==> config.mk <==
export PLATFORM = sky130hd
export DESIGN_NAME = fir_decim_out
export DESIGN_NICKNAME = d
export VERILOG_FILES = /design/src/rtl/fir_pkg.sv /design/src/rtl/fir_sync_fifo.sv /design/src/rtl/fir_decim_out.sv
export SDC_FILE = /design/constraint.sdc
export NUM_CORES = 1
export LEC_CHECK = 0
export CAP_MARGIN = 20
export CORE_MARGIN = 4
export CORE_UTILIZATION = 60
export CTS_CLUSTER_DIAMETER = 30
export DETAILED_ROUTE_END_ITERATION = 10
export GPL_TIMING_DRIVEN = 0
export PLACE_DENSITY_LB_ADDON = 0.25
export SLEW_MARGIN = 20
export SYNTH_ARGS = -nofsm -noshare
export SYNTH_HDL_FRONTEND = slang
export SYNTH_HIERARCHICAL = 1
export SYNTH_SLANG_ARGS = --single-unit
==> constraint.sdc <==
create_clock -name clk -period 3.4 [get_ports clk]
set_input_delay 0.68 -clock clk [delete_from_list [all_inputs] [get_ports clk]]
set_output_delay 0.68 -clock clk [all_outputs]
set_load 0.005 [all_outputs]
==> src/rtl/fir_pkg.sv <==
// rtl/fir_pkg.sv - shared FIR constants and the round/shift/clamp helper
package fir_pkg;

  localparam int FIR_IN_W  = 8;
  localparam int FIR_OUT_W = 16;

  // Saturation limits for the default 8-bit decimated output
  localparam int OUT_W_DEF = 8;
  localparam int SAT_HI    = (1 << (OUT_W_DEF - 1)) - 1;
  localparam int SAT_LO    = -(1 << (OUT_W_DEF - 1));

  typedef struct packed {
    logic signed [31:0] value;
    logic               clip;
  } sat_res_t;

  // Largest positive value representable in out_w signed bits
  function automatic logic signed [31:0] sat_hi(input int out_w);
    return (32'sd1 <<< (out_w - 1)) - 32'sd1;
  endfunction

  // Round half up, arithmetic shift right, then clamp to out_w signed bits
  function automatic sat_res_t sat_round(input logic signed [31:0] sum,
                                         input int shift,
                                         input int out_w);
    logic signed [31:0] rnd;
    logic signed [31:0] r;
    logic signed [31:0] hi;
    logic signed [31:0] lo;
    sat_res_t           res;
    rnd = (shift > 0) ? (32'sd1 <<< (shift - 1)) : 32'sd0;
    r   = (sum + rnd) >>> shift;
    hi  = sat_hi(out_w);
    lo  = -hi - 32'sd1;
    res.value = r;
    res.clip  = 1'b0;
    if (r > hi) begin
      res.value = hi;
      res.clip  = 1'b1;
    end else if (r < lo) begin
      res.value = lo;
      res.clip  = 1'b1;
    end
    return res;
  endfunction

endpackage

==> src/rtl/fir_sync_fifo.sv <==
// rtl/fir_sync_fifo.sv - first-word fall-through FIFO with count-based full/empty
module fir_sync_fifo
  import fir_pkg::*;
#(
  parameter int W     = 8,
  parameter int DEPTH = 4
) (
  input  logic         clk,
  input  logic         rst,
  input  logic         push,
  input  logic [W-1:0] push_data,
  input  logic         pop,
  output logic [W-1:0] head,
  output logic         empty,
  output logic         full
);

  localparam int AW = $clog2(DEPTH);

  logic [W-1:0]  mem [DEPTH];
  logic [AW-1:0] rd_ptr;
  logic [AW-1:0] wr_ptr;
  logic [AW:0]   count;
  logic [W-1:0]  last_head;
  logic          do_push;
  logic          do_pop;

  assign empty   = (count == '0);
  assign full    = (count == (AW + 1)'(DEPTH));
  assign do_pop  = pop & ~empty;
  // A full FIFO still accepts a write when a read frees a slot in the same cycle
  assign do_push = push & (~full | do_pop);
  // Keep presenting the last popped word while empty so the output never glitches
  assign head    = empty ? last_head : mem[rd_ptr];

  // Storage array write port
  always_ff @(posedge clk) begin
    if (do_push) begin
      mem[wr_ptr] <= push_data;
    end
  end

  // Pointer, occupancy and last-head bookkeeping
  always_ff @(posedge clk) begin
    if (rst) begin
      rd_ptr    <= '0;
      wr_ptr    <= '0;
      count     <= '0;
      last_head <= '0;
    end else begin
      if (do_push) begin
        wr_ptr <= wr_ptr + AW'(1);
      end
      if (do_pop) begin
        rd_ptr    <= rd_ptr + AW'(1);
        last_head <= mem[rd_ptr];
      end
      case ({do_push, do_pop})
        2'b10:   count <= count + (AW + 1)'(1);
        2'b01:   count <= count - (AW + 1)'(1);
        default: count <= count;
      endcase
    end
  end

endmodule

==> src/rtl/fir_decim_out.sv <==
// rtl/fir_decim_out.sv - integrate-and-dump decimator with rounding, saturation and output FIFO
module fir_decim_out
  import fir_pkg::*;
#(
  parameter int IN_W       = 16,
  parameter int OUT_W      = 8,
  parameter int DECIM      = 4,
  parameter int SHIFT      = 2,
  parameter int FIFO_DEPTH = 4
) (
  input  logic                   clk,
  input  logic                   rst,
  input  logic signed [IN_W-1:0] Yin,
  input  logic                   in_en,
  output logic [OUT_W-1:0]       m_data,
  output logic                   m_valid,
  input  logic                   m_ready,
  output logic                   sat,
  output logic                   overflow
);

  localparam int PH_W  = $clog2(DECIM);
  localparam int ACC_W = IN_W + PH_W;

  logic signed [ACC_W-1:0] acc;
  logic signed [ACC_W-1:0] acc_next;
  logic signed [ACC_W-1:0] yin_ext;
  logic signed [ACC_W-1:0] dump_sum;
  logic                    dump_v;
  logic [PH_W-1:0]         phase;
  logic                    last_phase;
  logic signed [31:0]      sum32;
  sat_res_t                rnd_res;
  logic                    unused_hi;
  logic [OUT_W-1:0]        s2_data;
  logic                    s2_v;
  logic                    fifo_full;
  logic                    fifo_empty;
  logic                    pop;

  assign yin_ext    = {{PH_W{Yin[IN_W-1]}}, Yin};
  assign acc_next   = acc + yin_ext;
  assign last_phase = (phase == PH_W'(DECIM - 1));
  assign sum32      = {{(32 - ACC_W){dump_sum[ACC_W-1]}}, dump_sum};
  assign rnd_res    = sat_round(sum32, SHIFT, OUT_W);
  assign unused_hi  = ^rnd_res.value[31:OUT_W];

  // Accumulate DECIM enabled samples, then hand the group sum to stage 2
  always_ff @(posedge clk) begin
    if (rst) begin
      acc      <= '0;
      phase    <= '0;
      dump_sum <= '0;
      dump_v   <= 1'b0;
    end else begin
      dump_v <= 1'b0;
      if (in_en) begin
        if (last_phase) begin
          dump_sum <= acc_next;
          dump_v   <= 1'b1;
          acc      <= '0;
          phase    <= '0;
        end else begin
          acc   <= acc_next;
          phase <= phase + PH_W'(1);
        end
      end
    end
  end

  // Register the rounded, clamped dump; sat lines up with the FIFO push it describes
  always_ff @(posedge clk) begin
    if (rst) begin
      s2_data <= '0;
      s2_v    <= 1'b0;
      sat     <= 1'b0;
    end else begin
      s2_v <= dump_v;
      sat  <= dump_v & rnd_res.clip;
      if (dump_v) begin
        s2_data <= rnd_res.value[OUT_W-1:0];
      end
    end
  end

  assign m_valid = ~fifo_empty;
  assign pop     = m_valid & m_ready;

  // A dump arriving at a full FIFO with no pop is lost; remember it until reset
  always_ff @(posedge clk) begin
    if (rst) begin
      overflow <= 1'b0;
    end else if (s2_v && fifo_full && !pop) begin
      overflow <= 1'b1;
    end
  end

  fir_sync_fifo #(
    .W     (OUT_W),
    .DEPTH (FIFO_DEPTH)
  ) u_fifo (
    .clk       (clk),
    .rst       (rst),
    .push      (s2_v),
    .push_data (s2_data),
    .pop       (pop),
    .head      (m_data),
    .empty     (fifo_empty),
    .full      (fifo_full)
  );

endmodule

## Word level (Yosys, flattened, before mapping)

Memories as Yosys holds them, arrays and structs flattened. A register that Yosys moved wholly into a read port is not among the register bits.
Index checks and enable logic that the tools add are counted.

- Word-level logic and storage cells: 52
- Memories: 1
- Memory bits (read-only): 0
- Bits in latches: 0
- Memory bits (writable): 32
- Flip-flop bits (word level): 65

- Add/subtract/negate cells: 7
- Bitwise operators: 8
- Muxes and demuxes: 11
- Divide/modulo/power cells: 0
- Order comparisons: 2
- $mul: 0
- Shift-type cells: 0
- Reduce and logical (&&, ||, !) cells: 7
- Eq/ne operators: 4

Memories:

| memory | depth | bits a word | read ports | clocked after memory_dff | write ports | RTL line | text |
|---|---|---|---|---|---|---|---|
| u_fifo.mem | 4 | 8 | 1 | 1 | 1 | fir_sync_fifo.sv:20 | `logic [W-1:0] mem [DEPTH];` |

Operators by type and width:

| operator | count |
|---|---|
| $add A18 B3 Y19 const B | 1 |
| $add A18 B16 Y18 | 1 |
| $mux W18 | 1 |
| $mux W9 | 2 |
| $gt A17 B8 Y1 const B | 1 |
| $lt A17 B8 Y1 const B | 1 |
| $mux W8 | 1 |
| $add A2 B1 Y2 const B | 3 |
| $mux W2 | 3 |
| $pmux W3 S2 | 1 |
| $and A1 B1 Y1 | 4 |
| $eq A2 B2 Y1 const B | 2 |
| $add A3 B1 Y3 const B | 1 |
| $eq A3 B3 Y1 const B | 1 |
| $logic_not A3 Y1 | 1 |
| $mux W1 | 3 |
| $not A1 Y1 | 3 |
| $sub A3 B1 Y3 const B | 1 |
| $eq A2 B1 Y1 const B | 1 |
| $logic_and A1 B1 Y1 | 2 |
| $reduce_and A2 Y1 | 1 |
| $reduce_bool A2 Y1 | 1 |
| $reduce_or A2 Y1 | 1 |
| $logic_not A1 Y1 | 1 |
| $or A1 B1 Y1 | 1 |

## Depth between registers and ports, before layout

Gate-level depths: netlist of run 1.

- Depth after elaboration: 8
- Depth in mapped cells: 12
- Depth with buffers taken out: 11

## Cells and area by module

The synthesis of run 1 kept the hierarchy.

Modules (own cells, without submodules):

| module | sequential area each (um^2) | times used | cells each | area each (um^2) |
|---|---|---|---|---|
| fir_decim_out | 980.9 | 1 | 359 | 2,967.8 |
| fir_sync_fifo | 1,301.2 | 1 | 152 | 2,134.5 |

## Worst setup path before layout of run 1

Ideal clock, no wire load.

- Path type: input -> register
- Start: input port Yin[0]
- End: register dump_sum[16]
- Required time: 3.278 ns
- Arrival time: 2.469 ns
- Stages: 11
- Buffers on the path: 0
- Setup slack: 0.809 ns
- Path through: ha_1 inv_1 fa_1 nor2b_1 o21ai_0 a21oi_1 o21ai_0 a21o_1 nand3_1 a2111oi_0 a311o_1

- Cells in the longest elaborated chain, start to end: 1

RTL lines:

| what | RTL line | text |
|---|---|---|
| start, declared | fir_decim_out.sv:13 | `input logic signed [IN_W-1:0] Yin,` |
| $add A18 B16 Y18 | fir_decim_out.sv:42 | `assign acc_next = acc + yin_ext;` |
| end signal, assigned | fir_decim_out.sv:59 | `dump_sum <= acc_next;` |
| end, declared | fir_decim_out.sv:28 | `logic signed [ACC_W-1:0] dump_sum;` |

Every way passes these cells.
A chain may end at the register's enable or synchronous reset.

## Worst setup path after layout of run 1

- Start: input port Yin[0]
- End: register acc[16]

- Cells in the longest elaborated chain, start to end: 2

RTL lines:

| what | RTL line | text |
|---|---|---|
| $add A18 B16 Y18 | fir_decim_out.sv:42 |  |
| $mux W18 | fir_decim_out.sv:58 | `if (last_phase) begin` |
| end signal, assigned | fir_decim_out.sv:64 | `acc <= acc_next;` |
| end, declared | fir_decim_out.sv:25 | `logic signed [ACC_W-1:0] acc;` |

Every way passes these cells.

==> summary.md, run 1 <==
| Metric | Value |
|---|---|
| CTS tree | yes |
| Filler cells | 634 |
| Routed WL | roughly 11 mm |
| Post-synthesis simple-gate area fraction | 17.5% |
| Tot GR Track Use | 22.3% |
| Adder-cell share of the synthesized area | 6.42% |
| Leakage power | 2.17 nW |
| Ant diodes | 0 |
| Maxcap violations | 0 |
| Combinational group share of total power | 15.5% |
| Largest stage delay, worst path | 460 ps |
| Crit path required time | 3660 ps |
| Sequential fraction of design power | 53.7% |
| Synth Register Bits | 98 |
| Main combinational cell family by area after synthesis | simple AND/OR/NAND/NOR gates |
| WP data arrival | 3300 ps |
| Leading register cell type out of synthesis | dfxtp_1 |
| Number of flops mapped to enable cells by yosys | 32 |
| First-pass GRT wire length | around 18 mm |
| Switching Fraction | 28.5% |
| RSZ-0062 raised after global routing | no |
| Clock Power Share | between 30 and 40% |
| Clock Sinks | approximately 100 |
| Antenna violations before repair | 0 |
| Post-synthesis compound-gate area fraction | 16.7% |
| Hold Fails Final Rpt | 0 |
| Place WS | 29.2 ps |
| Synth Warn # | 6 |
| Root Buffer | clkbuf_8 |
| Setup Buffers After CTS | 0 |
| Pre-antenna DRT Iters | 4 |
| DR vias | 3,912 |
| Post-Route Setup TNS | 0 ps |
| Core area | 8260 um^2 |
| H-tree Lvls | 3 |
| Fin Clk Skew | 11.2 ps |
| Initial DRC count | 160 |
| Number of routed nets with antenna violations | 0 |
| Min cycle time layout | roughly 3000 ps |
| Crit Path Category | in2reg |
| I/O pin count | 31 |
| Setup violators final | 0 |
| Standard-cell row count | 33 |
| WL/cell | 16.0 um |
| IO Port Bufs | 29 |
| Worst-Skew Late Latency | 370 ps |
| Synthesized area | 5100 um^2 |
| Post-route clock period utilization | 89.4% |
| Initial Util | between 60% and 70% |
| Slew headroom | 62.7% |
| Layout cells sized above 1 | 10.3% |
| Crit path max-delay family | compound AO/OA/AOI/OAI gates |
| Switching power | 0.000666 W |
| Crit-path max FO | 4 |
| Synth cell types | roughly 80 |
| Reg clk slew, reported paths | 100 ps |
| Die X | 100 um |
| Slowest stage cell on the critical path | clkdlybuf4s50_1 |
| Post-synthesis to final-layout area growth | 12.0% |
| CTS buffer count | 9 |
| Slew Limit Fails | 0 |
| Pint | 0.00167 W |
| HP Class | reg2reg |
| Final setup margin | between 300 and 400 ps |
| DP Wirelength | 7.90 mm |
| DRC Markers | 0 |
| Vias/cell | 5.92 |
| Fmax | approximately 0.33 GHz |
| Critical path's most frequent cell | o21ai_0 |
| Ys async rst share | 0% |
| CP cell instances | clkdlybuf4s50_1, ha_1, inv_1, fa_1, nor2b_1, o21ai_0, a21oi_1, o21ai_0, a21o_1, nand3_1, a2111oi_0, a211o_1 |
| Syn nets | between 500 and 600 |
| Tightest Pin Transition | between 500 and 600 ps |
| Syn_area_per_cell | between 9 and 10 um^2 |
| Outcome | complete, no violations |
| Vias in the first global route | 3,870 |
| Xor and xnor area share after synthesis | 4.22% |
| Multiplexer area fraction after synthesis | 6.30% |
| CP bufs+invs | 2 |
| Worst Setup End Kind | flop |
| Post_cts resized | 0 |
| RePlAce Congestion | around 0.95 |
| Die area | 10,000 um^2 |
| Hold Buf Count CTS | 0 |
| DIE HEIGHT | 100 um |
| Nets | around 600 |
| GR Overflow Total | 0 |
| Pwr Density | slightly above 400 nW/um^2 |
| Syn Inst Count | 511 |
| Worst setup SP type | primary input |
| Maximum vdd drop | approximately 0.00023 V |
| Clk buf depth | 2 |
| Largest net degree at the start of global routing | 20 |
| Sequential area share after synthesis | 44.7% |
==> synthesized netlist by cell type, drive strengths merged (3+ instances only) <==
master | n | area share (%)
mux2 | 9 | 2.0
xnor2 | 10 | 1.7
nor2b | 4 | 0.49
dfxtp | 66 | 26
mux2i | 4 | 0.78
buf | 11 | 1.6
clkbuf | 17 | 1.3
or3 | 6 | 0.74
a211oi | 5 | 0.83
or2 | 3 | 0.42
a2111oi | 3 | 0.52
nand4 | 4 | 0.61
o21ai | 20 | 2.0
nor3 | 5 | 0.49
ha | 23 | 5.6
o31ai | 4 | 0.86
a22oi | 11 | 1.6
nand2 | 57 | 4.2
a32oi | 3 | 0.52
inv | 17 | 1.3
and4 | 3 | 0.56
nor2 | 46 | 3.7
o21a | 6 | 0.91
a41oi | 3 | 0.52
nand3 | 15 | 1.5
a21o | 4 | 0.59
xor2 | 12 | 2.1
and3 | 11 | 1.5
o211a | 7 | 1.4
a21oi | 36 | 3.5
mux4 | 8 | 3.5
edfxtp | 32 | 19
nand2b | 4 | 0.64
and2 | 4 | 0.49
==> cell type report <==
cell class	count	area [um^2]	share of cell area [%]
flip-flops and latches	98	2280	39.9
well taps	105	131	2.30
inverters	18	67.6	1.18
plain buffers	28	144	2.52
multi-input cells	367	2610	45.6
clock inverters	7	68.8	1.20
repair buffers	29	290	5.08
clock buffers	9	124	2.17
==> worst register-to-register path, cell delays in order (launching register included) <==
cell and delay [ps]:
dfxtp_1 320, buf_2 210, or2_4 200, nor2_8 60
nor2b_1 140, buf_2 240, o31a_1 170, buf_2 220
nand2_1 100, fa_1 420, and3b_1 200, a2111oi_0 420
nor3b_1 90
==> state kept, by name, summed over array words and instances, names as in the netlist, 2 cells and up, named ones only <==
register and count:
dump_sum 17, phase 2, u_fifo/rd_ptr 2, acc 18, s2_data 8, u_fifo/wr_ptr 2
u_fifo/last_head 8, u_fifo/count 3, u_fifo/mem 32
==> layer usage <==
layer  part of all wire (%)  global-route usage, %  vias to the layer above  routed length [um]
li1                       -                      -                     1958                   -
met1                     42                   27.1                     1827                4460
met2                     50                   37.9                      100                5310
met3                    4.2                   4.31                       27                 448
met4                    3.5                   11.2                        0                 367
met5                      0                      0                        -                   0
==> cells by family (layout without fill, tap and decap cells) <==
logic type / Yosys count / count (layout)
AND/OR/NAND/NOR: 175 / 175
AO/OA/AOI/OAI: 123 / 123
multiplexers: 21 / 21
buffers and inverters: 46 / 91
XOR/XNOR: 23 / 23
adder cells (fa/ha/maj): 25 / 25
flip-flops: 98 / 98
==> worst paths after layout <==
| path | endpoint | cells after the start | from | slack [ps] |
|---|---|---|---|---|
| setup / recovery | acc[16]$_SDFFE_PP0P_ | 12 | Yin[0] | 360 |
| hold / removal | u_fifo/last_head[7]$_SDFFE_PP0P_ | 2 | u_fifo/last_head[7]$_SDFFE_PP0P_ | 460 |
| setup reg to reg | u_fifo/count[2]$_SDFFE_PP0P_ | 12 | u_fifo/count[1]$_SDFFE_PP0P_ | 500 |
| hold reg to reg | u_fifo/last_head[7]$_SDFFE_PP0P_ | 2 | u_fifo/last_head[7]$_SDFFE_PP0P_ | 460 |
==> power by group through the flow <==
| stage | sequential [W] | combinational, W | clock [W] |
|---|---|---|---|
| floorplan | 0.00127 | 0.000261 | 0 |
| global placement | 0.00128 | 0.000344 | 0 |
| detailed placement | 0.00128 | 0.000353 | 0 |
| CTS | 0.00125 | 0.000357 | 0.000738 |
| global route | 0.00126 | 0.000401 | 0.000801 |
| finish | 0.00125 | 0.000361 | 0.000721 |
==> per-stage QoR <==
step / hold WS, ps / cell area [um^2] / power (W) / utilization [%] / instances
5_1_grt: 473 / 5720 / 0.00246 / 69.2 / 661
4_1_cts: 460 / 5720 / 0.00235 / 69.2 / 661
3_5_place_dp: 447 / 5520 / 0.00163 / 66.9 / 645
2_1_floorplan: 429 / 5100 / 0.00154 / - / 511
6_report: 460 / 5720 / 0.00234 / 69.2 / 661
3_3_place_gp: 438 / 5520 / 0.00162 / 66.9 / 645
==> cell usage in the layout (no fill, tap or decap), types with 4 or more instances in the layout <==
cell type,Yosys,routed
a211oi_1,4,4
a21o_1,4,4
a21oi_1,36,36
a22oi_1,11,11
and2_1,4,4
and3_1,9,9
buf_2,4,4
buf_6,4,4
clkbuf_1,17,17
clkbuf_8,0,9
clkdlybuf4s50_1,0,29
dfxtp_1,66,66
edfxtp_1,32,32
ha_1,23,23
inv_1,17,17
mux2_2,9,9
mux2i_1,4,4
mux4_2,8,8
nand2_1,57,57
nand3_1,15,15
nor2_1,45,45
nor2b_1,4,4
nor3_1,5,5
o211a_1,7,7
o21a_1,5,5
o21ai_0,18,18
or3_1,6,6
xnor2_1,10,10
xor2_1,12,12
Power figures use the tool's default switching activity.
==> inputs of run 2 (changes only) <==
CORE_MARGIN = 8   (was 4)
CORE_UTILIZATION = 49   (was 60)
GPL_TIMING_DRIVEN = default   (was 0)
==> run 2 against run 1 <==
Effect of this change: final area is 0.66% lower; clock skew grew 0.59 ps; largest cell class unchanged; sequential power about the same; worst hold slack worse by 0.90 ps; highest routed layer unchanged; clock-buffer cell count unchanged; worst setup slack improved by 5.2 ps.
==> summary.md, run 2 (same netlist as run 1, synthesis figures left out) <==
| Metric | Value |
|---|---|
| Outcome | complete, no violations |
| Worst-Skew Late Latency | 370 ps |
| Tightest Pin Transition | 976 ps |
| Post-synthesis to final-layout area growth | 11.3% |
| Core area | just over 10,000 um^2 |
| Final core utilization | 55.5% |
| RSZ-0062 raised after global routing | no |
| Hold_sp | u_fifo/last_head[5]$_SDFFE_PP0P_ |
| HP Class | reg2reg |
| Vias/cell | 5.72 |
| Maximum vdd drop | 0.000226 V |
| Setup Buffers After CTS | 0 |
| DRC Markers | 0 |
| DR vias | 3,842 |
| Slew Limit Fails | 0 |
| IO Port Bufs | 30 |
| CTS tree | yes |
| Root Buffer | clkbuf_8 |
| WL/cell | about 16 um |
| Clock Power Share | 31.8% |
| Post_cts resized | 0 |
| I/O pin count | 31 |
| Clk buf depth | 2 |
| Combinational group share of total power | between 15 and 20% |
| Total power | 0.00237 W |
| Vias in the first global route | 3,962 |
| Post-route clock period utilization | around nine tenths |
| Hold Fails Final Rpt | 0 |
| Pwr Density | between 400 and 500 nW/um^2 |
| Final setup margin | 364 ps |
| Antenna violations before repair | 0 |
| Standard-cell row count | 37 |
| Hold Buf Count CTS | 0 |
| Place WS | 105 ps |
| Crit-path max FO | 8 |
| Top Registers | u_fifo/mem (32), acc (18), dump_sum (17) |
| Setup violators final | 0 |
| Maxcap violations | 0 |
| Slew headroom | 34.7% |
| Most frequent cells in the layout | 66 x dfxtp_1, 57 x nand2_1, 45 x nor2_1 |
| Initial DRC count | between 200 and 250 |
| Worst setup SP type | flop |
| Tot GR Track Use | about 16% |
| Max FFs per register | 32 |
| DP Wirelength | slightly below 8 mm |
| H-tree Lvls | 3 |
| Switching Fraction | 28.8% |
| Filler cells | 900 |
| Leakage power | around 2.1 nW |
| Layout cells sized above 1 | around a tenth |
| DIE HEIGHT | 118 um |
| Min cycle time layout | 3040 ps |
| Biggest register | u_fifo/mem |
| Die X | 118 um |
| Reg clk slew, reported paths | about 110 ps |
| First-pass GRT wire length | 18.3 mm |
| Fmax | 0.329 GHz |
| Crit path required time | between 2000 and 3000 ps |
| Switching power | 0.000683 W |
| Routed WL | 10.8 mm |
| Largest net degree at the start of global routing | 53 |
| Sequential fraction of design power | 53.0% |
| Clock Sinks | 98 |
| Pint | 0.00169 W |
| Fin Clk Skew | 11.8 ps |
| Post-Route Setup TNS | 0 ps |
| Commonest non-fill, non-tap cell in the layout | dfxtp_1 |
| RePlAce Congestion | between 0.8 and 0.9 |
| Worst hold margin | approximately 460 ps |
| Crit Path Category | reg2out |
| WP data arrival | about 2400 ps |
| Ant diodes | 0 |
| GR Overflow Total | 0 |
| Nets | between 500 and 600 |
| Initial Util | about half |
| Worst Setup End Kind | output pin |
| CTS buffer count | 9 |
| Die area | 13,900 um^2 |
| Number of routed nets with antenna violations | 0 |
| Worst r2r src | dump_sum[1]$_SDFFE_PP0P_ |
| Pre-antenna DRT Iters | 4 |
run 2: cell types whose count changed in the layout (fill, tap and decap cells not counted), sizes merged:
cell      change
buf           -3
clkinvlp      -2
clkbuf       -17
inv           +1
clkinv        +1
run 2: final timing paths:
kind	slack, ps	depth (start not counted)	endpoint
min	460	2	u_fifo/last_head[5]$_SDFFE_PP0P_
min reg2reg	460	2	u_fifo/last_head[5]$_SDFFE_PP0P_
max reg2reg	750	8	s2_data[1]$_SDFFE_PP0P_
max	360	3	m_data[6]
run 2: critical path, cell delays in order (launching register included):
cell and delay [ps]:
dfxtp_1 670, mux4_2 600, mux2_2 280, clkdlybuf4s50_1 440
run 2: area by class of cell:
class	count	area [um^2]	share of cell area (%)
clock buffer	9	124	2.18
clock inverter	7	78.8	1.39
inverter	18	67.6	1.19
multi-input combinational	367	2610	45.9
sequential	98	2280	40.2
tap	136	170	3.00
timing repair buffer	37	348	6.12
run 2: per-stage QoR:
step | area (um^2) | std cells
after global routing | 5680 | 672
after global placement | 5480 | 656
after CTS | 5680 | 672
after detailed placement | 5480 | 656
after floorplan | 5100 | 511
final | 5680 | 672
run 2: layer usage:
metal,track usage [%],routed length (um)
met3,4.12,380
met4,6.16,257
met1,17.8,4670
met2,27.9,5540
met5,0,0
run 2: power groups by stage:
stage | Combinational (W) | Sequential (W) | Clock [W]
final | 0.000361 | 0.00126 | 0.000753
after CTS | 0.000359 | 0.00126 | 0.000779
after global routing | 0.000399 | 0.00126 | 0.000831
after floorplan | 0.000261 | 0.00127 | 0
after detailed placement | 0.000357 | 0.00128 | 0
after global placement | 0.000344 | 0.00128 | 0
==> inputs of run 3 (changes only) <==
CORE_ASPECT_RATIO = 2   (was default)
REMOVE_ABC_BUFFERS = 1   (was default)
TNS_END_PERCENT = 1   (was default)
==> run 3 against run 2 <==
Effect of this change: final area grew 1.6%; sequential share of layout area is 0.63 points lower; non-clock buffer count shrank 2; critical endpoint is now dump_sum[17]$_SDFFE_PP0P_; largest power group unchanged; clock power up 39%; sequential cell count is the same; power increased by 12%.
==> summary.md, run 3 (same netlist as run 1, synthesis figures left out) <==
| Metric | Value |
|---|---|
| Outcome | complete, no violations |
| Antenna violations before repair | 0 |
| Critical Path Start | Yin[2] |
| Worst setup SP type | primary input |
| DRC Markers | 0 |
| Pre-antenna DRT Iters | 7 |
| RSZ-0062 raised after global routing | no |
| Post_cts resized | 0 |
| Top Registers | u_fifo/mem (32), acc (18), dump_sum (17) |
| Reg clk slew, reported paths | about 70 ps |
| Largest net degree at the start of global routing | 47 |
| Worst-Skew Late Latency | 350 ps |
| Initial Util | around half |
| Multi-input gate area | between 2000 and 3000 um^2 |
| Vias in the first global route | 3,884 |
| Crit Path Category | in2reg |
| Reg area | 2280 um^2 |
| Post-route clock period utilization | 89.8% |
| Placed cell area | ~5500 um^2 |
| DP Wirelength | slightly above 8 mm |
| Most frequent cells in the layout | 66 x dfxtp_1, 57 x nand2_1, 45 x nor2_1 |
| Nets | 574 |
| Filler cells | 926 |
| Design Area, Final | 5770 um^2 |
| Number of routed nets with antenna violations | 0 |
| Tot GR Track Use | 16.2% |
| Leakage power | between 2 and 2.5 nW |
| Worst Setup End Kind | flop |
| Die area | around 14,000 um^2 |
| Min cycle time layout | 3050 ps |
| Crit-path max FO | 4 |
| Biggest register | u_fifo/mem |
| Standard-cell row count | 52 |
| RePlAce Congestion | ~0.87 |
| Max FFs per register | 32 |
| CTS buffer count | 9 |
| H-tree Lvls | 3 |
| Layout cells sized above 1 | about a tenth |
| I/O pin count | 31 |
| WL/cell | 16.2 um |
| Post-Route Setup TNS | 0 ps |
| Ant diodes | 0 |
| DIE HEIGHT | 160 um |
| HP Class | reg2reg |
| Post-synthesis to final-layout area growth | 13.1% |
| Worst hold margin | approximately 460 ps |
| Commonest non-fill, non-tap cell in the layout | dfxtp_1 |
| Routed WL | 10.8 mm |
| Place WS | 20.9 ps |
| Slew Limit Fails | 0 |
| Worst-case reg-to-reg path depth | 8 |
| Setup Buffers After CTS | 0 |
| R2R Setup Slk | around 720 ps |
| R2R Path End | s2_data[0]$_SDFFE_PP0P_ |
| IO Port Bufs | 30 |
| Final setup margin | 346 ps |
| WP data arrival | 3340 ps |
| CP endpoint | dump_sum[17]$_SDFFE_PP0P_ |
| Vias/cell | 5.69 |
| Maximum vdd drop | between 0.0002 and 0.0003 V |
| Clk buf depth | 2 |
| CTS tree | yes |
| Hold Buf Count CTS | 0 |
| Worst r2r src | dump_sum[1]$_SDFFE_PP0P_ |
| Clock Sinks | 98 |
| Fin Clk Skew | ~7.9 ps |
| Hold Fails Final Rpt | 0 |
| Tightest Pin Transition | 992 ps |
| Slew headroom | 33.6% |
| Setup violators final | 0 |
| Root Buffer | clkbuf_16 |
| Die X | slightly below 90 um |
| Pwr Density | ~460 nW/um^2 |
| Maxcap violations | 0 |
| GR Overflow Total | 0 |
| DR vias | ~3,800 |
| Core area | 10,100 um^2 |
| First-pass GRT wire length | 18.1 mm |
| Total power | 0.00266 W |
| Crit path required time | 3680 ps |
| Initial DRC count | 153 |
| Fmax | 0.327 GHz |
[run 3: changes by cell type in the layout (fill, tap and decap cells not counted)]
cell / delta
bufinv_16: +1
clkinv_1: +1
clkinvlp_4: +1
clkbuf_8: -9
inv_6: -2
clkbuf_16: +9
clkinv_8: -2
buf_4: -2
inv_8: +2
clkinv_4: -1
[run 3: metal layers]
layer | routed length (um) | GRT usage [%] | share of wire, % | up-vias
met1 | 3860 | 14.5 | 36 | 1819
met3 | 312 | 3.27 | 2.9 | 19
met5 | 0 | 0 | 0 | -
met4 | 283 | 7.21 | 2.6 | 0
li1 | - | - | - | 1900
met2 | 6360 | 32.2 | 59 | 68
[run 3: worst min path at each step]
stage / start / to / slack, ps / cells past startpoint
floorplan: u_fifo/last_head[0]$_SDFFE_PP0P_ / u_fifo/last_head[0]$_SDFFE_PP0P_ / 430 / 2
global route: u_fifo/last_head[5]$_SDFFE_PP0P_ / u_fifo/last_head[5]$_SDFFE_PP0P_ / 470 / 2
finish: u_fifo/last_head[1]$_SDFFE_PP0P_ / u_fifo/last_head[1]$_SDFFE_PP0P_ / 460 / 2
global placement: u_fifo/last_head[2]$_SDFFE_PP0P_ / u_fifo/last_head[2]$_SDFFE_PP0P_ / 440 / 2
CTS: u_fifo/last_head[1]$_SDFFE_PP0P_ / u_fifo/last_head[1]$_SDFFE_PP0P_ / 460 / 2
detailed placement: u_fifo/last_head[1]$_SDFFE_PP0P_ / u_fifo/last_head[1]$_SDFFE_PP0P_ / 450 / 2
[run 3: layout make-up]
| cell class | instances | area share (%) |
|---|---|---|
| Clock buffer | 9 | 3.90 |
| Multi-Input combinational cell | 367 | 45.2 |
| Timing Repair Buffer | 35 | 5.77 |
| Inverter | 18 | 1.17 |
| Sequential cell | 98 | 39.6 |
| Clock inverter | 7 | 1.45 |
| Tap cell | 135 | 2.93 |
[run 3: metrics by stage]
| step | util (%) | std cells |
|---|---|---|
| global placement | 53.8 | 653 |
| floorplan | - | 483 |
| detailed placement | 53.8 | 653 |
| CTS | 56.8 | 669 |
| finish | 56.8 | 669 |
| global route | 56.8 | 669 |
[run 3: critical path, cell delays in order]
cell             delay [ps]
clkdlybuf4s50_1         410
ha_1                    340
nand3_1                 100
o22ai_1                 270
a2bb2oi_1               430
o21ai_0                 210
a31oi_1                 270
xnor3_1                 280
mux2_2                  270
nor2_1                   80
[run 3: power by group]
part | internal [W] | switching [W] | total, W
Clock | 0.000586 | 0.000463 | 0.00105
Sequential | 0.00123 | 0.0000216 | 0.00125
Combinational | 0.000156 | 0.000197 | 0.000353
Total | 0.00198 | 0.000682 | 0.00266
